--- config.mk ---
export PLATFORM = sky130hd
export DESIGN_NAME = csr_trap_ctrl_flat
export DESIGN_NICKNAME = d
export VERILOG_FILES = /design/src/rtl/csr_trap_ctrl_if.sv /design/src/rtl/csr_trap_ctrl.sv /design/src/flat_wrapper.sv
export SDC_FILE = /design/constraint.sdc
export NUM_CORES = 1
export LEC_CHECK = 0
export BUFFER_PORTS_ARGS = -buffer_cell sky130_fd_sc_hd__buf_4
export CAP_MARGIN = 20
export CORE_AREA = 4 4 113 115
export DETAILED_ROUTE_END_ITERATION = 10
export DIE_AREA = 0 0 117 119
export GPL_TIMING_DRIVEN = 0
export MAX_ROUTING_LAYER = met4
export PLACE_DENSITY = 0.74
export SLEW_MARGIN = 20
export SYNTH_ARGS = -nofsm -noshare
export SYNTH_HDL_FRONTEND = slang
export SYNTH_SLANG_ARGS = --single-unit
export TNS_END_PERCENT = 100
--- constraint.sdc ---
create_clock -name clk -period 4.53 [get_ports clk]
set_input_delay 0.453 -clock clk [delete_from_list [all_inputs] [get_ports clk]]
set_output_delay 0.453 -clock clk [all_outputs]
set_load 0.02 [all_outputs]
--- src/rtl/csr_trap_ctrl_if.sv ---
// Bundle of pipeline, interrupt and csr-port signals around csr_trap_ctrl.
interface csr_trap_ctrl_if #(
    parameter int XLEN   = 32,
    parameter int CSR_AW = 12
);
    logic              instr_csr_req;
    logic [CSR_AW-1:0] instr_csr_addr;
    logic [XLEN-1:0]   instr_csr_wdata;
    logic              instr_csr_gnt;
    logic              exc_req;
    logic [4:0]        exc_cause;
    logic [XLEN-1:0]   exc_tval;
    logic [XLEN-1:0]   trap_pc;
    logic              mret_req;
    logic [2:0]        irq_pending;
    logic [2:0]        mie_en;
    logic [XLEN-1:0]   mstatus;
    logic [XLEN-1:0]   mtvec;
    logic [XLEN-1:0]   mepc;
    logic              csr_we;
    logic [CSR_AW-1:0] csr_waddr;
    logic [XLEN-1:0]   csr_wdata;
    logic              stall;
    logic              redirect_valid;
    logic [XLEN-1:0]   redirect_pc;

    modport master (
        output instr_csr_req, instr_csr_addr, instr_csr_wdata,
        output exc_req, exc_cause, exc_tval, trap_pc, mret_req,
        output irq_pending, mie_en, mstatus, mtvec, mepc,
        input  instr_csr_gnt, csr_we, csr_waddr, csr_wdata,
        input  stall, redirect_valid, redirect_pc
    );

    modport slave (
        input  instr_csr_req, instr_csr_addr, instr_csr_wdata,
        input  exc_req, exc_cause, exc_tval, trap_pc, mret_req,
        input  irq_pending, mie_en, mstatus, mtvec, mepc,
        output instr_csr_gnt, csr_we, csr_waddr, csr_wdata,
        output stall, redirect_valid, redirect_pc
    );
endinterface

--- src/rtl/csr_trap_ctrl.sv ---
// Machine-mode trap entry / MRET sequencer that owns the single csr write port.
// Optional macro CSR_TRAP_VECTORED_EN: vectored interrupt targets when mtvec.MODE==1.
module csr_trap_ctrl #(
    parameter int XLEN   = 32,
    parameter int CSR_AW = 12
) (
    input  logic           clk,
    input  logic           rst,
    csr_trap_ctrl_if.slave bus
);
    localparam logic [CSR_AW-1:0] ADDR_MSTATUS = CSR_AW'(12'h300);
    localparam logic [CSR_AW-1:0] ADDR_MEPC    = CSR_AW'(12'h341);
    localparam logic [CSR_AW-1:0] ADDR_MCAUSE  = CSR_AW'(12'h342);
    localparam logic [CSR_AW-1:0] ADDR_MTVAL   = CSR_AW'(12'h343);

    typedef enum logic [2:0] {
        IDLE, T_EPC, T_CAUSE, T_TVAL, T_STAT, M_STAT, REDIR
    } state_t;

    state_t          r_state;
    logic [XLEN-1:0] r_cause;
    logic [XLEN-1:0] r_tval;
    logic [XLEN-1:0] r_epc;
    logic            r_isMret;

    logic [2:0]      w_irqActive;
    logic            w_irqTake;
    logic            w_idle;
    logic            w_trapAcc;
    logic            w_mretAcc;
    logic            w_instrGnt;
    logic [4:0]      w_irqCode;
    logic [XLEN-1:0] w_trapStat;
    logic [XLEN-1:0] w_mretStat;
    logic [XLEN-1:0] w_trapBase;
    logic [XLEN-1:0] w_trapTarget;

    assign w_irqActive = bus.irq_pending & bus.mie_en;
    assign w_irqTake   = (|w_irqActive) & bus.mstatus[3];
    assign w_idle      = (r_state == IDLE);
    assign w_trapAcc   = w_idle & (bus.exc_req | w_irqTake);
    assign w_mretAcc   = w_idle & ~bus.exc_req & ~w_irqTake & bus.mret_req;
    assign w_instrGnt  = w_idle & ~w_trapAcc & ~w_mretAcc & bus.instr_csr_req & ~rst;
    assign w_trapBase  = bus.mtvec & ~XLEN'(3);

    // Interrupt priority is external > software > timer, not bit order.
    always_comb begin
        w_irqCode = 5'd0;
        if (w_irqActive[2]) begin
            w_irqCode = 5'd11;
        end else if (w_irqActive[0]) begin
            w_irqCode = 5'd3;
        end else if (w_irqActive[1]) begin
            w_irqCode = 5'd7;
        end
    end

    always_comb begin
        w_trapStat        = bus.mstatus;
        w_trapStat[7]     = bus.mstatus[3];
        w_trapStat[3]     = 1'b0;
        w_trapStat[12:11] = 2'b11;
        w_mretStat        = bus.mstatus;
        w_mretStat[3]     = bus.mstatus[7];
        w_mretStat[7]     = 1'b1;
        w_mretStat[12:11] = 2'b11;
    end

`ifdef CSR_TRAP_VECTORED_EN
    assign w_trapTarget = (bus.mtvec[1:0] == 2'b01 && r_cause[XLEN-1])
                        ? w_trapBase + XLEN'({r_cause[4:0], 2'b00})
                        : w_trapBase;
`else
    assign w_trapTarget = w_trapBase;
`endif

    always_ff @(posedge clk or posedge rst) begin
        if (rst) begin
            r_state  <= IDLE;
            r_cause  <= '0;
            r_tval   <= '0;
            r_epc    <= '0;
            r_isMret <= 1'b0;
        end else begin
            case (r_state)
                IDLE: begin
                    if (w_trapAcc) begin
                        r_state  <= T_EPC;
                        r_isMret <= 1'b0;
                        r_epc    <= bus.trap_pc & ~XLEN'(3);
                        if (bus.exc_req) begin
                            r_cause <= XLEN'(bus.exc_cause);
                            r_tval  <= bus.exc_tval;
                        end else begin
                            r_cause <= {1'b1, {(XLEN-6){1'b0}}, w_irqCode};
                            r_tval  <= '0;
                        end
                    end else if (w_mretAcc) begin
                        r_state  <= M_STAT;
                        r_isMret <= 1'b1;
                    end
                end
                T_EPC:   r_state <= T_CAUSE;
                T_CAUSE: r_state <= T_TVAL;
                T_TVAL:  r_state <= T_STAT;
                T_STAT:  r_state <= REDIR;
                M_STAT:  r_state <= REDIR;
                REDIR:   r_state <= IDLE;
                default: r_state <= IDLE;
            endcase
        end
    end

    // Port mux: pipeline passthrough only in IDLE, sequence writes decoded from state.
    always_comb begin
        bus.instr_csr_gnt  = 1'b0;
        bus.csr_we         = 1'b0;
        bus.csr_waddr      = '0;
        bus.csr_wdata      = '0;
        bus.redirect_valid = 1'b0;
        bus.redirect_pc    = '0;
        bus.stall          = (~w_idle | w_trapAcc | w_mretAcc) & ~rst;
        case (r_state)
            IDLE: begin
                if (w_instrGnt) begin
                    bus.instr_csr_gnt = 1'b1;
                    bus.csr_we        = 1'b1;
                    bus.csr_waddr     = bus.instr_csr_addr;
                    bus.csr_wdata     = bus.instr_csr_wdata;
                end
            end
            T_EPC: begin
                bus.csr_we    = 1'b1;
                bus.csr_waddr = ADDR_MEPC;
                bus.csr_wdata = r_epc;
            end
            T_CAUSE: begin
                bus.csr_we    = 1'b1;
                bus.csr_waddr = ADDR_MCAUSE;
                bus.csr_wdata = r_cause;
            end
            T_TVAL: begin
                bus.csr_we    = 1'b1;
                bus.csr_waddr = ADDR_MTVAL;
                bus.csr_wdata = r_tval;
            end
            T_STAT: begin
                bus.csr_we    = 1'b1;
                bus.csr_waddr = ADDR_MSTATUS;
                bus.csr_wdata = w_trapStat;
            end
            M_STAT: begin
                bus.csr_we    = 1'b1;
                bus.csr_waddr = ADDR_MSTATUS;
                bus.csr_wdata = w_mretStat;
            end
            REDIR: begin
                bus.redirect_valid = 1'b1;
                bus.redirect_pc    = r_isMret ? bus.mepc : w_trapTarget;
            end
            default: begin
            end
        endcase
    end
endmodule

--- src/flat_wrapper.sv ---
// flat-port wrapper written by rule: the top's interface ports become plain ports
module csr_trap_ctrl_flat 
#(
    parameter int XLEN   = 32,
    parameter int CSR_AW = 12
)
  (clk, rst, bus_instr_csr_req, bus_instr_csr_addr, bus_instr_csr_wdata, bus_exc_req, bus_exc_cause, bus_exc_tval, bus_trap_pc, bus_mret_req, bus_irq_pending, bus_mie_en, bus_mstatus, bus_mtvec, bus_mepc, bus_instr_csr_gnt, bus_csr_we, bus_csr_waddr, bus_csr_wdata, bus_stall, bus_redirect_valid, bus_redirect_pc);
  csr_trap_ctrl_if #(.XLEN(XLEN), .CSR_AW(CSR_AW)) bus_i ();
  input  logic clk;
  input  logic rst;
  input wire logic [$bits(bus_i.instr_csr_req)-1:0] bus_instr_csr_req;
  input wire logic [$bits(bus_i.instr_csr_addr)-1:0] bus_instr_csr_addr;
  input wire logic [$bits(bus_i.instr_csr_wdata)-1:0] bus_instr_csr_wdata;
  input wire logic [$bits(bus_i.exc_req)-1:0] bus_exc_req;
  input wire logic [$bits(bus_i.exc_cause)-1:0] bus_exc_cause;
  input wire logic [$bits(bus_i.exc_tval)-1:0] bus_exc_tval;
  input wire logic [$bits(bus_i.trap_pc)-1:0] bus_trap_pc;
  input wire logic [$bits(bus_i.mret_req)-1:0] bus_mret_req;
  input wire logic [$bits(bus_i.irq_pending)-1:0] bus_irq_pending;
  input wire logic [$bits(bus_i.mie_en)-1:0] bus_mie_en;
  input wire logic [$bits(bus_i.mstatus)-1:0] bus_mstatus;
  input wire logic [$bits(bus_i.mtvec)-1:0] bus_mtvec;
  input wire logic [$bits(bus_i.mepc)-1:0] bus_mepc;
  output wire logic [$bits(bus_i.instr_csr_gnt)-1:0] bus_instr_csr_gnt;
  output wire logic [$bits(bus_i.csr_we)-1:0] bus_csr_we;
  output wire logic [$bits(bus_i.csr_waddr)-1:0] bus_csr_waddr;
  output wire logic [$bits(bus_i.csr_wdata)-1:0] bus_csr_wdata;
  output wire logic [$bits(bus_i.stall)-1:0] bus_stall;
  output wire logic [$bits(bus_i.redirect_valid)-1:0] bus_redirect_valid;
  output wire logic [$bits(bus_i.redirect_pc)-1:0] bus_redirect_pc;
  assign bus_i.instr_csr_req = bus_instr_csr_req;
  assign bus_i.instr_csr_addr = bus_instr_csr_addr;
  assign bus_i.instr_csr_wdata = bus_instr_csr_wdata;
  assign bus_i.exc_req = bus_exc_req;
  assign bus_i.exc_cause = bus_exc_cause;
  assign bus_i.exc_tval = bus_exc_tval;
  assign bus_i.trap_pc = bus_trap_pc;
  assign bus_i.mret_req = bus_mret_req;
  assign bus_i.irq_pending = bus_irq_pending;
  assign bus_i.mie_en = bus_mie_en;
  assign bus_i.mstatus = bus_mstatus;
  assign bus_i.mtvec = bus_mtvec;
  assign bus_i.mepc = bus_mepc;
  assign bus_instr_csr_gnt = bus_i.instr_csr_gnt;
  assign bus_csr_we = bus_i.csr_we;
  assign bus_csr_waddr = bus_i.csr_waddr;
  assign bus_csr_wdata = bus_i.csr_wdata;
  assign bus_stall = bus_i.stall;
  assign bus_redirect_valid = bus_i.redirect_valid;
  assign bus_redirect_pc = bus_i.redirect_pc;
  csr_trap_ctrl #(.XLEN(XLEN), .CSR_AW(CSR_AW)) u_core (.clk(clk), .rst(rst), .bus(bus_i));
endmodule
==> impl_metrics.yaml, run 1 <==
run_status:
  outcome: "complete, no violations"
logic_synthesis:
  postSynthCellCount: 429
  yosysSeqAreaShare: 0.4128
  ys_warn_count: 0
  synth-edff-count: 0
  synthArstFlopShare: 1.000
  syn_area_per_cell_sq_um: 10.17
  yosysUniqueCellTypes: 43
  synth-seq-cells: 72
  netlist_area_sq_mm: 0.004364
  synth_flop_cell: "dfrtp_1"
  synth_nets: 649
clocking:
  ctsLongestPathBuffers: 2
  worstSkewPairLatency_ns: 0.33
  path_clk_slew_ns: 0.06
  cts_resized: 0
  clock_sinks: 72
  cts_buffers: 9
  cts-root-buf: "clkbuf_16"
  ctsHoldBuffers: 0
  post_cts_buffers: 0
  cts-htree-levels: 3
  cts_tree: "done"
setup_path:
  path_class: "reg2out"
  reg2reg_depth: 4
  critPathRequiredTime_ns: 4.08
  rr_startpoint: "u_core.r_state[1]"
  r2r_slack_ns: 2.50
  cp-end-kind: "output port"
  crit_arrival_ns: 2.39
  critPathMaxFanout: 10
  start_kind: "flop"
  rr_endpoint: "u_core.r_tval[22]"
flow_run:
  drv_cap: 0
drt:
  first_pass_iters: 5
  vias: 4734
  via_per_inst: 5.343
  drc: 0
  wl_microns: 18470
  routedWlPerCell_microns: 20.84
  drtIter0Drc: 243
  ant_nets: 0
power_and_ir_drop:
  power_density_mw_per_mm2: 629.0
  switching_share: 0.4055
  power_frac_comb: 0.562
  leakagePower_nw: 3.602
  clkPwrFrac: 0.182
  internal-power_mw: 2.658
  irDropWorstVdd_mv: 0.3617
  fin_total_pwr_mw: 4.470
  sequentialPowerShare: 0.256
  p_sw_mw: 1.813
floorplan:
  design.portCount: 300
  die_h_microns: 119
  fp-row-count: 40
  core_sq_mm: 0.01181
  die_area_sq_mm: 0.01392
  die_w_microns: 117
  initial_core_util: 0.3695
global_route:
  grt_max_degree: 39
  grt_pass1_wl_microns: 26980
  grt.overflow.total: 0
  antenna_found_initial: 0
  grt_pass1_vias: 5062
  grtUsageTotal: 0.2608
timing:
  setup_tns_ns: 0
  holdWs_ns: 0.1549
  fmaxAchievable_mhz: 351.5
  hold_viol: 0
  timing.final.crit_period_ns: 2.845
  skew_ns: 0.005581
  maxSlewHeadroom: 0.3953
  worst_pin_slew_ns: 0.9031
  period_share: 0.6280
  rsz0062_at_grt: "false"
  finalMaxSlewViolations: 0
  setup_viol: 0
finish:
  syn2layout_area_growth_pct: 62.84
  final_nets: 954
  fill_cells: 1029
  final_core_util: 0.6017
  antenna-diode-count: 0
  drive_gt1_frac: 0.5142
placement:
  port-buffer-count: 293
  dp_hpwl_microns: 14600
  place.gp.congestion: 0.8628
hold_path:
  hp-class: "in2async"
==> flip-flops by register name (all words and copies together), names as in the netlist <==
name and cells:
u_core.r_cause 6, u_core.r_epc 30, u_core.r_isMret 1, u_core.r_state 3, u_core.r_tval 32
==> worst max path at each step <==
stage / start / endpoint / slack, ns / depth (start not counted)
2_1_floorplan: rst / bus_stall / 1.68 / 2
3_3_place_gp: rst / bus_stall / 0.88 / 4
3_5_place_dp: bus_irq_pending[0] / bus_csr_waddr[10] / 1.84 / 7
4_1_cts: u_core.r_state[2] / bus_csr_wdata[31] / 1.66 / 5
5_1_grt: u_core.r_state[2] / bus_csr_wdata[31] / 1.56 / 5
6_report: u_core.r_state[2] / bus_csr_wdata[18] / 1.69 / 5
==> cell usage after synthesis (2+ instances only) <==
master | instances | area, sq um
dfrtp_1 | 72 | 1802
nor2_1 | 39 | 146.4
mux2_2 | 35 | 394.1
a22o_1 | 34 | 297.8
nand2_1 | 34 | 127.6
mux2i_1 | 33 | 330.3
inv_1 | 23 | 86.33
a221o_1 | 16 | 160.2
a22oi_1 | 16 | 120.1
a21oi_1 | 15 | 75.07
clkbuf_1 | 15 | 56.30
nand3b_1 | 10 | 75.07
buf_2 | 9 | 45.04
o221ai_1 | 9 | 78.83
and2_1 | 7 | 43.79
buf_4 | 7 | 52.55
o221ai_2 | 7 | 105.1
buf_1 | 5 | 18.77
o21ai_0 | 5 | 25.02
nor2b_1 | 4 | 25.02
nor3b_1 | 3 | 22.52
o31a_1 | 3 | 26.28
a21o_1 | 2 | 15.01
and3_1 | 2 | 12.51
buf_6 | 2 | 22.52
o2111ai_1 | 2 | 17.52
o21ai_2 | 2 | 17.52
o22a_1 | 2 | 17.52
or2_2 | 2 | 12.51
==> cells by family (layout without fill, tap and decap cells) <==
logic type | after synthesis | in the layout | synth area share
flip-flops | 72 | 72 | 0.4128
AND/OR/NAND/NOR | 107 | 107 | 0.1198
multiplexers | 68 | 68 | 0.1660
AO/OA/AOI/OAI | 118 | 118 | 0.2294
XOR/XNOR | 1 | 1 | 0.002007
buffers and inverters | 63 | 373 | 0.06995
==> routing by layer <==
layer | up-vias | wire, microns | global-route usage
met4 | 0 | 384 | 0.08459
met1 | 2306 | 7066 | 0.2977
met5 | - | 0 | -
met2 | 217 | 9614 | 0.4566
met3 | 27 | 1400 | 0.04726
li1 | 2184 | - | -
==> power groups by stage <==
| stage | Clock, mW | Sequential (mW) | Combinational, mW |
|---|---|---|---|
| final | 0.812 | 1.14 | 2.51 |
| after global routing | 0.842 | 1.17 | 2.70 |
| after CTS | 0.819 | 1.14 | 2.54 |
| after detailed placement | 0 | 1.15 | 2.52 |
| after global placement | 0 | 1.14 | 2.48 |
| after floorplan | 0 | 1.09 | 1.61 |
==> area by class of cell <==
| cell class | instances | area (sq um) | area share |
|---|---|---|---|
| clock inverter | 6 | 107.6 | 0.01514 |
| sequential | 72 | 1802 | 0.2535 |
| multi-input combinational | 294 | 2257 | 0.3176 |
| clock buffer | 10 | 229.0 | 0.03222 |
| inverter | 24 | 92.59 | 0.01303 |
| buffer | 39 | 215.2 | 0.03028 |
| tap | 147 | 183.9 | 0.02588 |
| timing repair buffer | 294 | 2220 | 0.3123 |
==> metrics by stage <==
| stage | area (sq um) | worst slack [ns] | std cells |
|---|---|---|---|
| global route | 7107 | 1.558 | 886 |
| global placement | 6748 | 0.8824 | 869 |
| floorplan | 4364 | 1.682 | 429 |
| CTS | 7107 | 1.663 | 886 |
| finish | 7107 | 1.685 | 886 |
| detailed placement | 6770 | 1.837 | 870 |
==> critical path, cell delays in order, from the launching register on <==
cell and delay, ns:
dfrtp_1 0.48, clkbuf_1 0.37, clkbuf_1 0.60, a22oi_1 0.23, o221ai_2 0.21, buf_4 0.18
==> cells in the final DEF, fill, tap and decap left out, types with 2 or more instances in the layout <==
master and count:
nand2_1 34, o221ai_2 7, inv_1 22, buf_4 300, and3_1 2, nor2b_1 4, a22o_1 34, a21oi_1 15
a221o_1 16, bufinv_16 3, a22oi_1 16, o21ai_0 5, o31a_1 3, clkbuf_1 16, o21ai_2 2, o221ai_1 9
clkbuf_16 9, nor3b_1 3, dfrtp_1 72, a21o_1 2, buf_12 2, mux2i_1 33, o22a_1 2, nor2_1 39
mux2_2 35, clkinv_2 2, nand3b_1 10, or2_2 2, o2111ai_1 2, and2_1 7, buf_2 9, buf_1 5
buf_6 2
Power figures use the tool's default switching activity.
==> run 2, diff against run 1 <==
--- a/config.mk
+++ b/config.mk
@@ -5,14 +5,15 @@
 export SDC_FILE = /design/constraint.sdc
 export NUM_CORES = 1
 export LEC_CHECK = 0
+export ABC_AREA = 1
 export BUFFER_PORTS_ARGS = -buffer_cell sky130_fd_sc_hd__buf_4
 export CAP_MARGIN = 20
-export CORE_AREA = 4 4 113 115
+export CORE_MARGIN = 4
+export CORE_UTILIZATION = 38
 export DETAILED_ROUTE_END_ITERATION = 10
-export DIE_AREA = 0 0 117 119
 export GPL_TIMING_DRIVEN = 0
 export MAX_ROUTING_LAYER = met4
-export PLACE_DENSITY = 0.74
+export PLACE_DENSITY = 0.78
 export SLEW_MARGIN = 20
 export SYNTH_ARGS = -nofsm -noshare
 export SYNTH_HDL_FRONTEND = slang
==> constraint.sdc (replaced) <==
create_clock -name clk -period 2.53 [get_ports clk]
set_input_delay 0.253 -clock clk [delete_from_list [all_inputs] [get_ports clk]]
set_output_delay 0.253 -clock clk [all_outputs]
set_load 0.02 [all_outputs]
==> run 2 against run 1 <==
Die area is 3.4% lower. Largest cell class unchanged. Largest power group unchanged. Power is 71% higher. Highest routed layer unchanged. First-iteration DRC count is 40% higher. Non-clock buffer count is 6 higher.
==> impl_metrics.yaml, run 2 <==
floorplan:
  die_w_microns: 116.0
  die_h_microns: 116.0
  design.portCount: 300
  die_area_sq_mm: 0.01345
  core_sq_mm: 0.01142
  fp-row-count: 39
  initial_core_util: 0.3879
logic_synthesis:
  postSynthCellCount: 680
  synth_flop_cell: "dfrtp_1"
  syn_area_per_cell_sq_um: 6.514
  synthTopCellsByArea: "dfrtp_1 41%, nand2_1 30%, a21oi_1 6.8%"
  synthArstFlopShare: 1.000
  synth-seq-cells: 72
  ys_warn_count: 0
  yosysMostFrequentCell: "nand2_1"
  yosys.area.top_type: "dfrtp_1"
  synth_nets: 900
  netlist_area_sq_mm: 0.004429
  synth_commonest_cells: "357 x nand2_1, 72 x dfrtp_1, 60 x a21oi_1"
  netlist.area_leader.share: 0.4068
  yosysUniqueCellTypes: 23
  yosysSeqAreaShare: 0.4068
  synth-edff-count: 0
timing:
  setup_viol: 0
  fmaxAchievable_mhz: 414.1
  maxSlewHeadroom: 0.5690
  worst_pin_slew_ns: 0.6465
  setup_tns_ns: 0
  skew_ns: 0.008352
  timing.final.crit_period_ns: 2.415
  period_share: 0.9545
  setup_ws_ns: 0.1152
  finalMaxSlewViolations: 0
  holdWs_ns: 0.1048
  hold_viol: 0
  rsz0062_at_grt: "false"
finish:
  final_nets: 1206
  largest_reg_flops: 32
  largest_register: "u_core.r_tval"
  final_core_util: 0.6282
  stdcell_area_sq_mm: 0.007173
  final_common_cell: "nand2_1"
  top_regs: "u_core.r_tval: 32 flops, u_core.r_epc: 30 flops, u_core.r_cause: 6 flops"
  stdcell_count: 1134
  antenna-diode-count: 0
  syn2layout_area_growth_pct: 61.95
  drive_gt1_frac: 0.3562
  final_cell_mix: "357 x nand2_1, 303 x buf_4, 72 x dfrtp_1"
power_and_ir_drop:
  leakagePower_nw: 4.093
  power_density_mw_per_mm2: 1066
  clkPwrFrac: 0.180
  fin_total_pwr_mw: 7.643
  power_frac_comb: 0.562
  internal-power_mw: 4.170
  irDropWorstVdd_mv: 0.5746
  p_sw_mw: 3.474
  switching_share: 0.4545
  sequentialPowerShare: 0.258
hold_path:
  hp-class: "in2reg"
  hold_depth: 3
setup_path:
  path_class: "reg2out"
  start_kind: "flop"
  critPathRequiredTime_ns: 2.28
  crit_arrival_ns: 2.16
  cp-end-kind: "output port"
  reg2reg_depth: 9
  critPathMaxFanout: 10
global_route:
  grt_pass1_vias: 5470
  grt_max_degree: 53
  grt_use_met2: 0.4856
  met1_usage: 0.3209
  grtUsageTotal: 0.2849
  grt-busiest-layer: "met2"
  grt.overflow.total: 0
  use_met3: 0.06527
  antenna_found_initial: 0
  grt_pass1_wl_microns: 28030
clocking:
  cts_tree: "done"
  cts_buffers: 9
  worstSkewPairLatency_ns: 0.34
  cts-root-buf: "clkbuf_16"
  cts-htree-levels: 3
  path_clk_slew_ns: 0.06
  ctsLongestPathBuffers: 2
  clock_sinks: 72
  post_cts_buffers: 0
drt:
  vias: 5625
  drc: 0
  routedWlPerCell_microns: 16.97
  first_pass_iters: 5
  ant_nets: 0
  drtIter0Drc: 339
  wl_microns: 19240
  via_per_inst: 4.960
placement:
  place.gp.congestion: 0.8894
  port-buffer-count: 293
  dp_cells: 1117
  dpl_worst_slack_ns: 0.3878
  placed_area_sq_mm: 0.006838
  dp_hpwl_microns: 15080
run_status:
  outcome: "complete, no violations"
flow_run:
  drv_cap: 0
## run 2: changes by cell type after synthesis, moves of 11 or more
cell     delta
a21oi_1    +45
nand2_1   +323
a22o_1     -34
o21ai_0    +23
a221o_1    -16
nor2_1     -24
mux2_2     -35
inv_1      +11
nand4_1    +38
mux2i_1    -33
a22oi_1    -16
## run 2: what timing repair did
item                       CTS  global route
hold buffers                 1             0
hold endpoints to repair    21             0
setup endpoints to repair    0            13
resized for setup            0             5
## run 2: worst max-delay path: stages (launching register included)
cell and delay, ns:
dfrtp_1 0.47, inv_2 0.11, nand3_1 0.29, inv_4 0.12, buf_2 0.23, a21oi_1 0.30, nand2_1 0.13, buf_4 0.17
## run 2: power groups by stage
stage,Sequential [mW],Clock [mW],Combinational [mW]
3_3_place_gp,1.96,0,4.24
2_1_floorplan,1.90,0,2.59
4_1_cts,1.96,1.38,4.32
3_5_place_dp,1.97,0,4.30
6_report,1.97,1.38,4.30
5_1_grt,2.03,1.44,4.73
## run 2: cell families after synthesis
family                 after synthesis  share of synthesized area
AND/OR/NAND/NOR                    425                     0.3918
flip-flops                          72                     0.4068
AO/OA/AOI/OAI                       98                     0.1133
buffers and inverters               85                    0.08813
## run 2: path summary, 6_finish.rpt
path,end,from,slack [ns]
setup / recovery,bus_csr_wdata[5],u_core.r_state[2],0.12
hold / removal,u_core.r_epc[17],bus_trap_pc[17],0.10
setup reg to reg,u_core.r_tval[21],u_core.r_state[0],0.91
hold reg to reg,u_core.r_tval[31],u_core.r_tval[31],0.47
max in group asynchronous,u_core.r_isMret,rst,1.51
min in group asynchronous,u_core.r_epc[17],rst,0.45
## run 2: per-layer routing
metal,vias to the layer above,share of wire
li1,2772,-
met1,2529,0.37
met2,272,0.50
met3,52,0.097
met4,0,0.036
met5,-,0
## run 2: layout make-up
class / instances / area (sq um)
multi-input combinational: 523 / 2237
buffer: 44 / 237.7
tap: 143 / 178.9
timing repair buffer: 295 / 2237
inverter: 41 / 160.2
sequential: 72 / 1802
clock inverter: 7 / 95.09
clock buffer: 9 / 225.2
fill: 1123 / 4245
==> run 3, diff against run 2 <==
--- a/config.mk
+++ b/config.mk
@@ -5,15 +5,14 @@
 export SDC_FILE = /design/constraint.sdc
 export NUM_CORES = 1
 export LEC_CHECK = 0
-export ABC_AREA = 1
 export BUFFER_PORTS_ARGS = -buffer_cell sky130_fd_sc_hd__buf_4
 export CAP_MARGIN = 20
-export CORE_MARGIN = 4
-export CORE_UTILIZATION = 38
+export CORE_AREA = 4 4 116 118
 export DETAILED_ROUTE_END_ITERATION = 10
+export DIE_AREA = 0 0 120 122
 export GPL_TIMING_DRIVEN = 0
 export MAX_ROUTING_LAYER = met4
-export PLACE_DENSITY = 0.78
+export PLACE_DENSITY = 0.73
 export SLEW_MARGIN = 20
 export SYNTH_ARGS = -nofsm -noshare
 export SYNTH_HDL_FRONTEND = slang
==> run 3 against run 2 <==
Design area is 0.14% lower. Largest cell class unchanged. Via count is 15% lower. Flip-flop and latch count unchanged. Fmax is 1.2% higher. Critical endpoint is now bus_csr_wdata[4]. Clock-buffer cell count up 4. Power increased by 4.1%. First-iteration DRC count down 29%. Sequential share of layout area is essentially flat. Clock skew is 0.0015 ns higher. Combinational power rose by 5.6%. Largest power group unchanged.
==> impl_metrics.yaml, run 3 (synthesis gave the netlist of run 1 again) <==
setup_path:
  critPathMaxFanout: 10
  path_class: "in2out"
  critPathRequiredTime_ns: 2.28
  crit_family: "buffers and inverters"
  cp-end-kind: "output port"
  slowest_delay_ns: 0.53
  crit_arrival_ns: 2.13
  cpMaxStageDelayCell: "dlygate4sd3_1"
  crit_chain: "dlygate4sd3_1 > buf_4 > nor3b_2 > o2111ai_1 > inv_2 > buf_6 > a221o_1 > buf_4"
  crit_buf_inv: 5
  start_kind: "input port"
  cpMostUsedCell: "buf_4"
drt:
  via_per_inst: 5.260
  wl_microns: 18830
  ant_nets: 0
  first_pass_iters: 4
  drc: 0
  drtIter0Drc: 242
  routedWlPerCell_microns: 20.64
  vias: 4797
clocking:
  cts_buffers: 9
  cts-root-buf: "clkbuf_16"
  path_clk_slew_ns: 0.06
  cts-htree-levels: 3
  clock_sinks: 72
  cts_tree: "done"
  post_cts_buffers: 0
  ctsLongestPathBuffers: 2
  worstSkewPairLatency_ns: 0.33
global_route:
  grt_max_degree: 49
  grt_pass1_wl_microns: 28040
  grt_pass1_vias: 5053
  grt.overflow.total: 0
  grtUsageTotal: 0.2548
  antenna_found_initial: 0
power_and_ir_drop:
  power_density_mw_per_mm2: 1111
  irDropWorstVdd_mv: 0.6590
  fin_total_pwr_mw: 7.959
  leakagePower_nw: 3.633
finish:
  multi_input_area_sq_mm: 0.002262
  largest_register: "u_core.r_tval"
  final_core_util: 0.5746
  largest_reg_flops: 32
  final_nets: 955
  syn2layout_area_growth_pct: 64.13
  seq_area_sq_mm: 0.001802
  antenna-diode-count: 0
  fill_cells: 1138
  drive_gt1_frac: 0.5270
  final_common_cell: "buf_4"
  top_regs: "u_core.r_tval: 32 flops, u_core.r_epc: 30 flops, u_core.r_cause: 6 flops"
  final_cell_mix: "300 x buf_4, 72 x dfrtp_1, 39 x nor2_1"
hold_path:
  hp-class: "in2reg"
timing:
  timing.final.crit_period_ns: 2.387
  hold_viol: 0
  fmaxAchievable_mhz: 419.0
  setup_viol: 0
  worst_pin_slew_ns: 0.7345
  finalMaxSlewViolations: 0
  maxSlewHeadroom: 0.5103
  skew_ns: 0.009892
  setup_ws_ns: 0.1434
  rsz0062_at_grt: "false"
  period_share: 0.9433
floorplan:
  die_h_microns: 122
  design.portCount: 300
  die_area_sq_mm: 0.01464
  fp-row-count: 41
  die_w_microns: 120
  core_sq_mm: 0.01247
  initial_core_util: 0.3501
flow_run:
  drv_cap: 0
placement:
  place.gp.congestion: 0.9019
  dp_hpwl_microns: 14850
  dpl_worst_slack_ns: 0.1352
  port-buffer-count: 293
run_status:
  outcome: "complete, no violations"
[run 3: what timing repair did]
item | 4_1_cts | 5_1_grt
hold buffers | 1 | 0
resized for setup | 4 | 9
endpoints found under the hold margin | 25 | 0
gates cloned | 0 | 0
setup endpoints to repair | 18 | 38
[run 3: routing by layer]
layer / share of wire / wire [microns] / GRT usage / up-vias
li1: - / - / - / 2194
met3: 0.086 / 1613 / 0.05942 / 20
met1: 0.38 / 7125 / 0.2994 / 2350
met4: 0.015 / 291 / 0.05727 / 0
met2: 0.52 / 9794 / 0.4461 / 233
met5: 0 / 0 / - / -
[run 3: worst paths after layout]
check	cells past startpoint	from	slack, ns	endpoint
setup / recovery	8	rst	0.14	bus_csr_wdata[4]
hold / removal	2	bus_exc_tval[0]	0.15	u_core.r_tval[0]
setup reg to reg	5	u_core.r_state[1]	0.51	u_core.r_epc[22]
hold reg to reg	1	u_core.r_cause[1]	0.49	u_core.r_cause[1]
max in group asynchronous	4	rst	1.48	u_core.r_tval[27]
min in group asynchronous	3	rst	0.49	u_core.r_tval[3]
[run 3: power by group]
group	switching, mW	internal (mW)	total (mW)
logic	2.43	2.11	4.54
registers	0.349	1.71	2.06
clock network	0.485	0.875	1.36
total	3.26	4.69	7.96
[run 3: cell type report]
cell class | count | share of cell area
multi-input cells | 294 | 0.3158
repair buffers | 295 | 0.3123
flip-flops and latches | 72 | 0.2515
clock buffers | 13 | 0.03913
plain buffers | 39 | 0.03179
well taps | 172 | 0.03004
inverters | 24 | 0.01293
clock inverters | 3 | 0.006463
[run 3: stage by stage]
stage	setup TNS (ns)	cells	hold WS, ns	area (sq um)
CTS	0	912	0.1376	7151
finish	0	912	0.1482	7163
floorplan	0	429	0.3924	4364
global route	0	912	0.1384	7163
global placement	-39.86	894	0.4762	6779
detailed placement	0	895	0.2863	6809
